`src/rtl/sfence_vma_seq_if.sv`:
```
// Issue-side handshake between the EX stage and the SFENCE.VMA sequencer.
// An op transfers on a clock edge where issue_valid && issue_ready; issue_ready depends only on sequencer state.
interface sfence_vma_seq_if #(
  parameter int unsigned VLEN          = 39,
  parameter int unsigned ASID_WIDTH    = 1,
  parameter int unsigned TRANS_ID_BITS = 3
);
  logic                     issue_valid;
  logic                     issue_ready;
  logic [VLEN-1:0]          rs1;
  logic [ASID_WIDTH-1:0]    rs2;
  logic                     rs1_is_x0;
  logic                     rs2_is_x0;
  logic [TRANS_ID_BITS-1:0] trans_id;

  modport master (
    output issue_valid, rs1, rs2, rs1_is_x0, rs2_is_x0, trans_id,
    input  issue_ready
  );

  modport slave (
    input  issue_valid, rs1, rs2, rs1_is_x0, rs2_is_x0, trans_id,
    output issue_ready
  );
endinterface

```
`src/rtl/sfence_vma_seq.sv`:
```
// Sequences one SFENCE.VMA from issue, through commit and store drain, to a one-cycle TLB flush pulse.
module sfence_vma_seq #(
  parameter int unsigned ASID_WIDTH    = 1,
  parameter int unsigned VLEN          = 39,
  parameter int unsigned TRANS_ID_BITS = 3,
  parameter int unsigned CNT_W         = 10
) (
  input  logic                     clk_i,
  input  logic                     rst_ni,
  input  logic                     clr_i,
  input  logic                     flush_i,
  sfence_vma_seq_if.slave          issue,
  input  logic                     commit_i,
  input  logic [TRANS_ID_BITS-1:0] commit_trans_id_i,
  input  logic                     no_st_pending_i,
  input  logic                     wbuffer_empty_i,
  output logic                     flush_tlb_o,
  output logic [VLEN-1:0]          flush_vaddr_o,
  output logic [ASID_WIDTH-1:0]    flush_asid_o,
  output logic                     flush_all_vaddr_o,
  output logic                     flush_all_asid_o,
  output logic                     busy_o,
  output logic [CNT_W-1:0]         drain_cycles_o,
  output logic [1:0]               state_o
);

  typedef enum logic [1:0] {
    IDLE        = 2'd0,
    WAIT_COMMIT = 2'd1,
    DRAIN       = 2'd2,
    FLUSH       = 2'd3
  } state_e;

  localparam logic [CNT_W-1:0] CNT_MAX = {CNT_W{1'b1}};
  localparam logic [CNT_W-1:0] CNT_ONE = {{(CNT_W-1){1'b0}}, 1'b1};

  state_e                   state_q, state_d;
  logic [VLEN-1:0]          vaddr_q;
  logic [ASID_WIDTH-1:0]    asid_q;
  logic                     all_vaddr_q;
  logic                     all_asid_q;
  logic [TRANS_ID_BITS-1:0] id_q;
  logic [CNT_W-1:0]         cnt_q;

  logic accept;
  logic commit_match;
  logic drained;
  logic cnt_inc;

  assign accept       = (state_q == IDLE) && issue.issue_valid;
  assign commit_match = commit_i && (commit_trans_id_i == id_q);
  assign drained      = no_st_pending_i && wbuffer_empty_i;
  assign cnt_inc      = (state_q == DRAIN) && !drained && (cnt_q != CNT_MAX);

  // A matching commit beats a same-cycle squash: the op is architecturally done.
  always_comb begin
    state_d = state_q;
    case (state_q)
      IDLE: begin
        if (issue.issue_valid) state_d = WAIT_COMMIT;
      end
      WAIT_COMMIT: begin
        if (commit_match)  state_d = DRAIN;
        else if (flush_i)  state_d = IDLE;
      end
      DRAIN: begin
        if (drained) state_d = FLUSH;
      end
      FLUSH: begin
        state_d = IDLE;
      end
      default: begin
        state_d = IDLE;
      end
    endcase
  end

  always_ff @(posedge clk_i or negedge rst_ni) begin
    if (!rst_ni) begin
      state_q <= IDLE;
    end else if (clr_i) begin
      state_q <= IDLE;
    end else begin
      state_q <= state_d;
    end
  end

  // Captured operands stay put after the pulse so the scope remains visible until the next accept.
  always_ff @(posedge clk_i or negedge rst_ni) begin
    if (!rst_ni) begin
      vaddr_q     <= '0;
      asid_q      <= '0;
      all_vaddr_q <= 1'b0;
      all_asid_q  <= 1'b0;
      id_q        <= '0;
      cnt_q       <= '0;
    end else if (clr_i) begin
      vaddr_q     <= '0;
      asid_q      <= '0;
      all_vaddr_q <= 1'b0;
      all_asid_q  <= 1'b0;
      id_q        <= '0;
      cnt_q       <= '0;
    end else if (accept) begin
      vaddr_q     <= issue.rs1;
      asid_q      <= issue.rs2;
      all_vaddr_q <= issue.rs1_is_x0;
      all_asid_q  <= issue.rs2_is_x0;
      id_q        <= issue.trans_id;
      cnt_q       <= '0;
    end else if (cnt_inc) begin
      cnt_q       <= cnt_q + CNT_ONE;
    end
  end

  assign issue.issue_ready = (state_q == IDLE);
  assign flush_tlb_o       = (state_q == FLUSH);
  assign busy_o            = (state_q != IDLE);
  assign flush_vaddr_o     = vaddr_q;
  assign flush_asid_o      = asid_q;
  assign flush_all_vaddr_o = all_vaddr_q;
  assign flush_all_asid_o  = all_asid_q;
  assign drain_cycles_o    = cnt_q;
  assign state_o           = state_q;

endmodule

```
`src/flat_wrapper.sv`:
```
// flat-port wrapper written by rule: the top's interface ports become plain ports
module sfence_vma_seq_flat 
#(
  parameter int unsigned ASID_WIDTH    = 1,
  parameter int unsigned VLEN          = 39,
  parameter int unsigned TRANS_ID_BITS = 3,
  parameter int unsigned CNT_W         = 10
)
  (clk_i, rst_ni, clr_i, flush_i, commit_i, commit_trans_id_i, no_st_pending_i, wbuffer_empty_i, flush_tlb_o, flush_vaddr_o, flush_asid_o, flush_all_vaddr_o, flush_all_asid_o, busy_o, drain_cycles_o, state_o, issue_issue_valid, issue_rs1, issue_rs2, issue_rs1_is_x0, issue_rs2_is_x0, issue_trans_id, issue_issue_ready);
  sfence_vma_seq_if #(.VLEN(VLEN), .ASID_WIDTH(ASID_WIDTH), .TRANS_ID_BITS(TRANS_ID_BITS)) issue_i ();
  input  logic clk_i;
  input  logic rst_ni;
  input  logic clr_i;
  input  logic flush_i;
  input  logic commit_i;
  input  logic [TRANS_ID_BITS-1:0] commit_trans_id_i;
  input  logic no_st_pending_i;
  input  logic wbuffer_empty_i;
  output logic flush_tlb_o;
  output logic [VLEN-1:0] flush_vaddr_o;
  output logic [ASID_WIDTH-1:0] flush_asid_o;
  output logic flush_all_vaddr_o;
  output logic flush_all_asid_o;
  output logic busy_o;
  output logic [CNT_W-1:0] drain_cycles_o;
  output logic [1:0] state_o;
  input wire logic [$bits(issue_i.issue_valid)-1:0] issue_issue_valid;
  input wire logic [$bits(issue_i.rs1)-1:0] issue_rs1;
  input wire logic [$bits(issue_i.rs2)-1:0] issue_rs2;
  input wire logic [$bits(issue_i.rs1_is_x0)-1:0] issue_rs1_is_x0;
  input wire logic [$bits(issue_i.rs2_is_x0)-1:0] issue_rs2_is_x0;
  input wire logic [$bits(issue_i.trans_id)-1:0] issue_trans_id;
  output wire logic [$bits(issue_i.issue_ready)-1:0] issue_issue_ready;
  assign issue_i.issue_valid = issue_issue_valid;
  assign issue_i.rs1 = issue_rs1;
  assign issue_i.rs2 = issue_rs2;
  assign issue_i.rs1_is_x0 = issue_rs1_is_x0;
  assign issue_i.rs2_is_x0 = issue_rs2_is_x0;
  assign issue_i.trans_id = issue_trans_id;
  assign issue_issue_ready = issue_i.issue_ready;
  sfence_vma_seq #(.ASID_WIDTH(ASID_WIDTH), .VLEN(VLEN), .TRANS_ID_BITS(TRANS_ID_BITS), .CNT_W(CNT_W)) u_core (.clk_i(clk_i), .rst_ni(rst_ni), .clr_i(clr_i), .flush_i(flush_i), .issue(issue_i), .commit_i(commit_i), .commit_trans_id_i(commit_trans_id_i), .no_st_pending_i(no_st_pending_i), .wbuffer_empty_i(wbuffer_empty_i), .flush_tlb_o(flush_tlb_o), .flush_vaddr_o(flush_vaddr_o), .flush_asid_o(flush_asid_o), .flush_all_vaddr_o(flush_all_vaddr_o), .flush_all_asid_o(flush_all_asid_o), .busy_o(busy_o), .drain_cycles_o(drain_cycles_o), .state_o(state_o));
endmodule
```
`config.mk`:
```
export PLATFORM = sky130hd
export DESIGN_NAME = sfence_vma_seq_flat
export DESIGN_NICKNAME = d
export VERILOG_FILES = /design/src/rtl/sfence_vma_seq_if.sv /design/src/rtl/sfence_vma_seq.sv /design/src/flat_wrapper.sv
export SDC_FILE = /design/constraint.sdc
export NUM_CORES = 1
export LEC_CHECK = 0
export ABC_AREA = 1
export CAP_MARGIN = 5
export CORE_MARGIN = 2
export CORE_UTILIZATION = 40
export DETAILED_ROUTE_END_ITERATION = 8
export DONT_BUFFER_PORTS = 1
export PLACE_DENSITY = 0.55
export SYNTH_ARGS = -nofsm -noshare
export SYNTH_HDL_FRONTEND = slang
export SYNTH_SLANG_ARGS = --single-unit
```
`constraint.sdc`:
```
create_clock -name clk_i -period 1.4 [get_ports clk_i]
set_clock_uncertainty 0.1 [all_clocks]
set_input_delay 0 -clock clk_i [delete_from_list [all_inputs] [get_ports clk_i]]
set_output_delay 0 -clock clk_i [all_outputs]
set_load 0.01 [all_outputs]
```
-- Word-level counts from Yosys, hierarchy flattened
Index checks and enable logic that the tools add are counted.
- register bits: 57
- output and inout port bits: 57
- add/subtract/negate cells: 1
- equality and inequality tests: 8
- mux-type cells: 19
- reduce and logical (&&, ||, !) cells: 11
- operators with widths (kind ; number):
    39-bit two-way mux ; 2
    10-bit two-way mux ; 3
    10-bit by 1-bit adder with 10-bit output, second input constant ; 1
    2-bit two-way mux ; 5
    10-bit inequality test, second input constant ; 1
    2-bit case mux with 4 select lines ; 1
    1-bit two-way mux ; 6
    3-bit two-way mux ; 2
    1-bit logical AND ; 5
    2-bit equality test, second input constant ; 2
    4-bit by 3-bit inequality test with 1-bit output, second input constant ; 1
    2-bit nonzero test ; 2
    3-bit equality test ; 1
    3-bit by 2-bit inequality test with 1-bit output, second input constant ; 1
    3-bit inequality test, second input constant ; 1
    3-bit AND reduction ; 1
    3-bit nonzero test ; 1
    2-bit by 1-bit equality test with 1-bit output, second input constant ; 1
    2-bit zero test ; 1
    1-bit zero test ; 1

-- Logic depth before layout (Yosys ltp)
Gate-level depths: netlist (run 1).
- word-level depth: 7
- depth in mapped cells: 9

-- Worst setup path before layout (run 1)
Ideal clock, no wire load.
- path kind: reg2reg
- start point: register u_core.cnt_q[1] (netlist: u_core.drain_cycles_o[1])
- end point: register u_core.cnt_q[5] (netlist: u_core.drain_cycles_o[5])
- arrival: 1241 ps
- required time: 1183 ps
- setup slack: -59 ps
- stages on the path, launching flop included: 9
- clock period less this slack: 1459 ps
- cells stage by stage: dfrtp_1 > ha_1 > nand2_1 > nor2_2 > nand3_2 > nand2_4 > nand2_4 > nand3_1 > nand2_1
- word-level cells in the longest chain between the ends: 4
- elaborated cells on any way between the ends: 7
- those cells by class: add/sub: 1; eq/ne: 1; mux: 3; reduce/logical: 2
- RTL lines (what ; line ; source):
    start: declaration ; sfence_vma_seq.sv:43 ; logic [CNT_W-1:0] cnt_q;
    start signal: assignment ; sfence_vma_seq.sv:112 ; cnt_q <= cnt_q + CNT_ONE;
    10-bit by 1-bit adder with 10-bit output ; sfence_vma_seq.sv:112 ;
    10-bit two-way mux ; sfence_vma_seq.sv:111 ; end else if (cnt_inc) begin
    10-bit two-way mux ; sfence_vma_seq.sv:104 ; end else if (accept) begin
    10-bit two-way mux ; sfence_vma_seq.sv:97 ; end else if (clr_i) begin
Parallel ways exist; a longest one is shown, timed or not. The select of a mux whose other input is x is not followed.
A chain may end at the register's enable or synchronous reset.

-- Worst setup path after layout (run 1)
- start point: register u_core.cnt_q[6] (netlist: u_core.drain_cycles_o[6])
- end point: register u_core.cnt_q[6] (netlist: u_core.drain_cycles_o[6])
Same word-level chain as after synthesis.

==> results of run 1 <==
==> where the power goes <==
part           switching, uW  leakage (uW)  internal, uW
clock network            673      0.000102           904
logic                    372       0.00135           402
registers                156      0.000769          1750
total                   1200       0.00222          3060
==> worst reg2reg max path, cell delays in order (launching register included) <==
cell	delay, ns
dfrtp_2	0.42
nand2_1	0.11
nor2_4	0.21
nand3_4	0.13
nand2_8	0.11
nand2_8	0.10
inv_8	0.08
nand2_1	0.05
nand2_1	0.07
==> flip-flops by register name (all words and copies together) (netlist names) <==
name,count
u_core.flush_all_asid_o,1
u_core.flush_vaddr_o,39
u_core.flush_all_vaddr_o,1
u_core.flush_asid_o,1
u_core.id_q,3
u_core.state_o,2
u_core.drain_cycles_o,10
==> worst paths after layout <==
kind,startpoint,endpoint,slack [ns],cells after the start
min reg2reg,u_core.flush_vaddr_o[2],u_core.flush_vaddr_o[2],0.44,2
min,rst_ni,u_core.drain_cycles_o[7],-0.75,0
max,u_core.drain_cycles_o[6],u_core.drain_cycles_o[6],-0.04,8
max reg2reg,u_core.drain_cycles_o[6],u_core.drain_cycles_o[6],-0.04,8
max in group asynchronous,rst_ni,u_core.state_o[1],1.82,0
min in group clk_i,clr_i,u_core.state_o[1],-0.39,1
==> stage by stage <==
stage	cells	total power [uW]	instance area, um2	TNS (ns)	utilization
after floorplan	327	2190	2720	-0.349	-
after global placement	411	2270	2900	0	0.449
after detailed placement	411	2280	2900	-0.124	0.449
after CTS	474	3970	3600	-0.168	0.557
after global routing	491	4440	4250	-3.10	0.658
final	491	4260	4250	-0.243	0.658
==> placed cells by master (no fill, tap or decap), drive strengths merged <==
cell type	n
buf	33
nand2	132
dfrtp	57
o21ai	5
o21bai	1
clkbuf	19
nor2	29
dlygate4sd3	48
nor3b	1
nand4	2
inv	18
clkinv	2
xor2	2
ha	1
nor3	1
a21oi	2
nand3	57
nand3b	2
bufinv	1
o31ai	1
==> cells by family (layout without fill, tap and decap cells) <==
logic type / after synthesis / in the layout / synth area share
compound gates: 9 / 9 / 0.0185
xor+xnor: 2 / 2 / 0.00646
fa+ha+maj: 1 / 1 / 0.00462
buf+inv: 34 / 121 / 0.0702
flops: 57 / 57 / 0.526
simple gates: 224 / 224 / 0.374
==> synthesized netlist by cell type, types with 2 or more instances <==
| cell type | n |
|---|---|
| inv_1 | 16 |
| buf_6 | 3 |
| buf_4 | 3 |
| clkbuf_1 | 3 |
| nor2_1 | 24 |
| nor2_2 | 3 |
| a21oi_1 | 2 |
| nand3_1 | 56 |
| nand2_4 | 3 |
| nand4_1 | 2 |
| nand2_2 | 10 |
| buf_2 | 6 |
| o21ai_0 | 3 |
| xor2_1 | 2 |
| o21ai_1 | 2 |
| nand3b_1 | 2 |
| inv_4 | 2 |
| dfrtp_1 | 57 |
| nand2_1 | 119 |
==> cell type report <==
type	count	area, um2	area share
clock buffers	12	155	0.0365
well taps	77	96.3	0.0227
clock inverters	3	40.0	0.00942
inverters	18	82.6	0.0194
multi-input cells	236	1450	0.341
flip-flops and latches	57	1430	0.336
repair buffers	88	998	0.235
==> per-layer routing <==
| metal | up-vias | track usage | wire, um |
|---|---|---|---|
| li1 | 1205 | - | - |
| met1 | 1222 | 0.238 | 3290 |
| met2 | 89 | 0.328 | 4420 |
| met3 | 8 | 0.0600 | 478 |
| met4 | 0 | 0.0781 | 107 |
| met5 | - | 0 | 0 |
==> repair_timing <==
action	4_1_cts	5_1_grt
hold buffers	47	1
gates resized for setup	5	111
endpoints found under the hold margin	114	86
pin swaps	4	25
endpoints found under the setup margin	8	55
cloned	0	10
setup buffers	1	6
==> reports/results.tsv, run 1 <==
metric	value	unit
status	complete, but fails checks	
failing checks	negative hold slack, negative setup slack	
worst path bufs/invs	1	
Max-Cap Viols	0	
Post-DP HPWL	4380	um
vias post-DR	2524	
Die Y	86.3	um
Routed WL per cell	16.9	um
Remaining Overflow, GRT	0	
Via density	5.14	
GP Congestion	0.811	
Post-synth EDFFs	0	
min cycle time layout	1.44	ns
H-tree Lvls	3	
dpl ws	-0.0341	ns
P_leak	0.00222	uW
syn_area_per_cell	8.29	um2
clock slew at reported path FFs	0.07	ns
CP arrival	1.62	ns
clock root buffer	clkbuf_8	
DRC	0	
Clock Latency Late Sink	0.34	ns
Port Buffers	0	
worst IR drop on VDD	0.000539	V
Hold WC Path Type	in2async	
slowest cell on the critical path	dfrtp_2	
CP delay by family, top	simple AND/OR/NAND/NOR gates	
1st-pass router iterations	4	
worst-path fanout max	8	
Synth Flop Type	dfrtp_1	
final hold viol count	79	
PD cells	1000	nW/um2
CORE AREA	6460	um2
Worst EP required	1.58	ns
CP Cell Sequence	nand2_1, nor2_4, nand3_4, nand2_8, nand2_8, inv_8, nand2_1, nand2_1	
# clock sinks	57	
CTS buffer count	9	
RSZ-0062 raised after global routing	yes	
max-slew violation count	0	
Clock Path Buffers	2	
Post-Route WL	8290	um
vias in the first global route	2264	
full die area	7450	um2
Synth area leaders	dfrtp_1, nand2_1, nand3_1, nor2_1, nand2_2	
n_diodes	0	
CP Launch Type	register	
Final ANT Viol Nets	0	
row cnt	29	
CP Class	reg2reg	
sequential area share after synthesis	0.526	
area of the mapped netlist	2710	um2
Syn Inst Count	327	
post-route clock period utilization	1.03	
Initial Util	0.420	
worst hold margin	-0.753	ns
synthesized flop and latch total	57	
# IOs	113	
max_slew headroom	0.802	
Setup crit end kind	register	
ratio of cells with drive above 1 in the final layout	0.362	
fill cell count	519	
Synth top area share	0.526	
first-pass GRT wire length	11200	um
Area growth syn-to-layout	56.8	%
worst-margin pin slew	0.297	ns
Die X-Extent	86.3	um
ys async rst share	1.00	
Max stage delay on crit path	0.42	ns
Final Worst Setup Slack	-0.0432	ns
Distinct cells, synth	28	
Global Route Usage Sum	0.196	
synth warn	0	
Finish-stage setup viols	20	
initial antenna violation count	0	
post-synthesis net count	384	
maximum clock rate	0.693	GHz
nets@finish	467	
Worst path most repeated cell	nand2_1	
largest net degree at the start of global routing	58	
CTS tree	built	
initial DRC count	111	
leading area contributor after synthesis	dfrtp_1	
Power figures use the tool's default switching activity.
==> run 2: changes to the inputs <==
CORE_ASPECT_RATIO = 1.4   (was not set)
==> run 2 against run 1 <==
First-iteration DRC count down 4.5%. Maximum frequency up 0.16%. Clock-buffer cell count unchanged. Sequential power about the same. The run still ends with negative hold slack, negative setup slack left. Utilization down 0.65 points. Highest routed layer unchanged.
==> reports/results.tsv, run 2 (synthesis results as in run 1) <==
metric	value	unit	change
Routed WL per cell	16.4	um	was 16.9 um
Final Worst Setup Slack	-0.0409	ns	was -0.0432 ns
row cnt	35		was 29
CTS tree	built		unchanged
nets@finish	472		was 467
total negative slack	-0.635	ns	was -0.243 ns
Cell Area, Placed	2950	um2	was 2900 um2
max_slew headroom	0.779		was 0.802
ratio of cells with drive above 1 in the final layout	0.360		was 0.362
# IOs	113		unchanged
dpl ws	-0.000893	ns	was -0.0341 ns
full die area	7460	um2	was 7450 um2
Setup crit end kind	register		unchanged
worst IR drop on VDD	0.000824	V	was 0.000539 V
CP arrival	1.56	ns	was 1.62 ns
Post-DP HPWL	4670	um	was 4380 um
largest net degree at the start of global routing	58		unchanged
max-slew violation count	0		unchanged
Remaining Overflow, GRT	0		unchanged
Port Buffers	0		unchanged
reg2reg path depth	8		unchanged
H-tree Lvls	3		unchanged
Hold WC Path Type	in2async		unchanged
n_diodes	0		unchanged
Max-Cap Viols	0		unchanged
worst-margin pin slew	0.331	ns	was 0.297 ns
status	complete, but fails checks		unchanged
first-pass GRT wire length	11400	um	was 11200 um
Power, Total	4610	uW	was 4260 uW
1st-pass router iterations	4		unchanged
Worst EP required	1.52	ns	was 1.58 ns
most common cell after layout, fill and taps aside	nand2_1		unchanged
worst hold margin	-0.739	ns	was -0.753 ns
CP Class	reg2reg		unchanged
worst-path fanout max	6		was 8
Area growth syn-to-layout	57.9	%	was 56.8%
clock root buffer	clkbuf_8		unchanged
initial DRC count	106		was 111
maximum clock rate	0.694	GHz	was 0.693 GHz
area of the multi-input gates	1440	um2	was 1450 um2
Final ANT Viol Nets	0		unchanged
final hold viol count	76		was 79
Initial Util	0.413		was 0.420
Post-Route WL	8090	um	was 8290 um
R2R Setup Slk	-0.04	ns	about the same
CORE AREA	6570	um2	was 6460 um2
CP Launch Type	register		unchanged
Die Y	101	um	was 86.3 um
Via density	5.15		was 5.14
P_leak	0.00230	uW	was 0.00222 uW
CTS buffer count	9		unchanged
flip-flop and latch area	1430	um2	about the same
Global Route Usage Sum	0.202		was 0.196
vias post-DR	2542		was 2524
# clock sinks	57		unchanged
Die X-Extent	73.6	um	was 86.3 um
fill cell count	531		was 519
PD cells	1080	nW/um2	was 1000 nW/um2
Layout Utilization	0.652		was 0.658
post-route clock period utilization	1.03		about the same
initial antenna violation count	0		unchanged
worst reg2reg path startpoint	u_core.state_o[0]		was u_core.drain_cycles_o[6]
clock slew at reported path FFs	0.07	ns	about the same
Clock Latency Late Sink	0.33	ns	was 0.34 ns
failing checks	negative hold slack, negative setup slack		unchanged
DRC	0		unchanged
post-route cell area	4280	um2	was 4250 um2
vias in the first global route	2396		was 2264
Finish-stage setup viols	33		was 20
commonest cells after routing, fill and taps aside	nand2_1, dfrtp_1, nand3_1		unchanged
RSZ-0062 raised after global routing	yes		unchanged
Clock Path Buffers	2		unchanged
min cycle time layout	1.44	ns	about the same
Largest register FFs	39		unchanged
GP Congestion	0.911		was 0.811
Crit Reg-Reg Endpoint	u_core.flush_vaddr_o[19]		was u_core.drain_cycles_o[6]
run 2: cell count changes in the layout (fill, tap and decap cells not counted), moves of 3 or more:
cell / delta
clkbuf_16: -3
nand2_2: -6
buf_6: -4
buf_4: +9
buf_12: +3
nand2_4: +6
run 2: how the worst max path moves through the flow:
stage,from,end,slack [ns],cells past startpoint
2_1_floorplan,u_core.drain_cycles_o[1],u_core.drain_cycles_o[5],-0.04,8
5_1_grt,u_core.drain_cycles_o[0],u_core.drain_cycles_o[7],-0.10,8
4_1_cts,u_core.drain_cycles_o[0],u_core.drain_cycles_o[5],-0.004,8
3_5_place_dp,u_core.drain_cycles_o[0],u_core.drain_cycles_o[5],-0.0009,8
3_3_place_gp,u_core.drain_cycles_o[0],u_core.drain_cycles_o[8],0.02,9
6_report,u_core.state_o[0],u_core.flush_vaddr_o[19],-0.04,8
run 2: final cells by class:
| type | instances | share of cell area |
|---|---|---|
| clock buffers | 12 | 0.0362 |
| clock inverters | 4 | 0.0231 |
| inverters | 18 | 0.0187 |
| multi-input cells | 236 | 0.336 |
| flip-flops and latches | 57 | 0.334 |
| well taps | 74 | 0.0216 |
| repair buffers | 93 | 0.231 |
run 2: layer usage:
| metal | up-vias | wire length, um | global-route usage |
|---|---|---|---|
| met5 | - | 0 | 0 |
| met3 | 11 | 430 | 0.0507 |
| met1 | 1231 | 2980 | 0.216 |
| li1 | 1213 | - | - |
| met2 | 87 | 4540 | 0.363 |
| met4 | 0 | 144 | 0.0937 |
run 2: worst max-delay path, stage by stage (launching register included):
cell	delay (ns)
dfrtp_1	0.42
nor2_4	0.15
nand2_4	0.10
inv_8	0.10
nor2_8	0.04
buf_12	0.14
clkbuf_16	0.17
nand2_4	0.06
nand2_2	0.04
run 2: repair_timing:
item | 4_1_cts | 5_1_grt
gates resized for setup | 2 | 103
pin swaps | 0 | 15
cloned | 0 | 6
setup endpoints to repair | 6 | 55
endpoints found under the hold margin | 114 | 76
hold buffers | 48 | 1
buffers inserted | 0 | 11
run 2: power breakdown:
part           internal (uW)  switching [uW]
registers               1750             160
clock network           1280             664
logic                    382             368
total                   3420            1190
run 2: per-stage QoR:
step,hold WS (ns),instances
floorplan,-0.396,327
global placement,-0.394,412
detailed placement,-0.394,412
CTS,-0.764,476
global route,-0.764,494
finish,-0.739,494
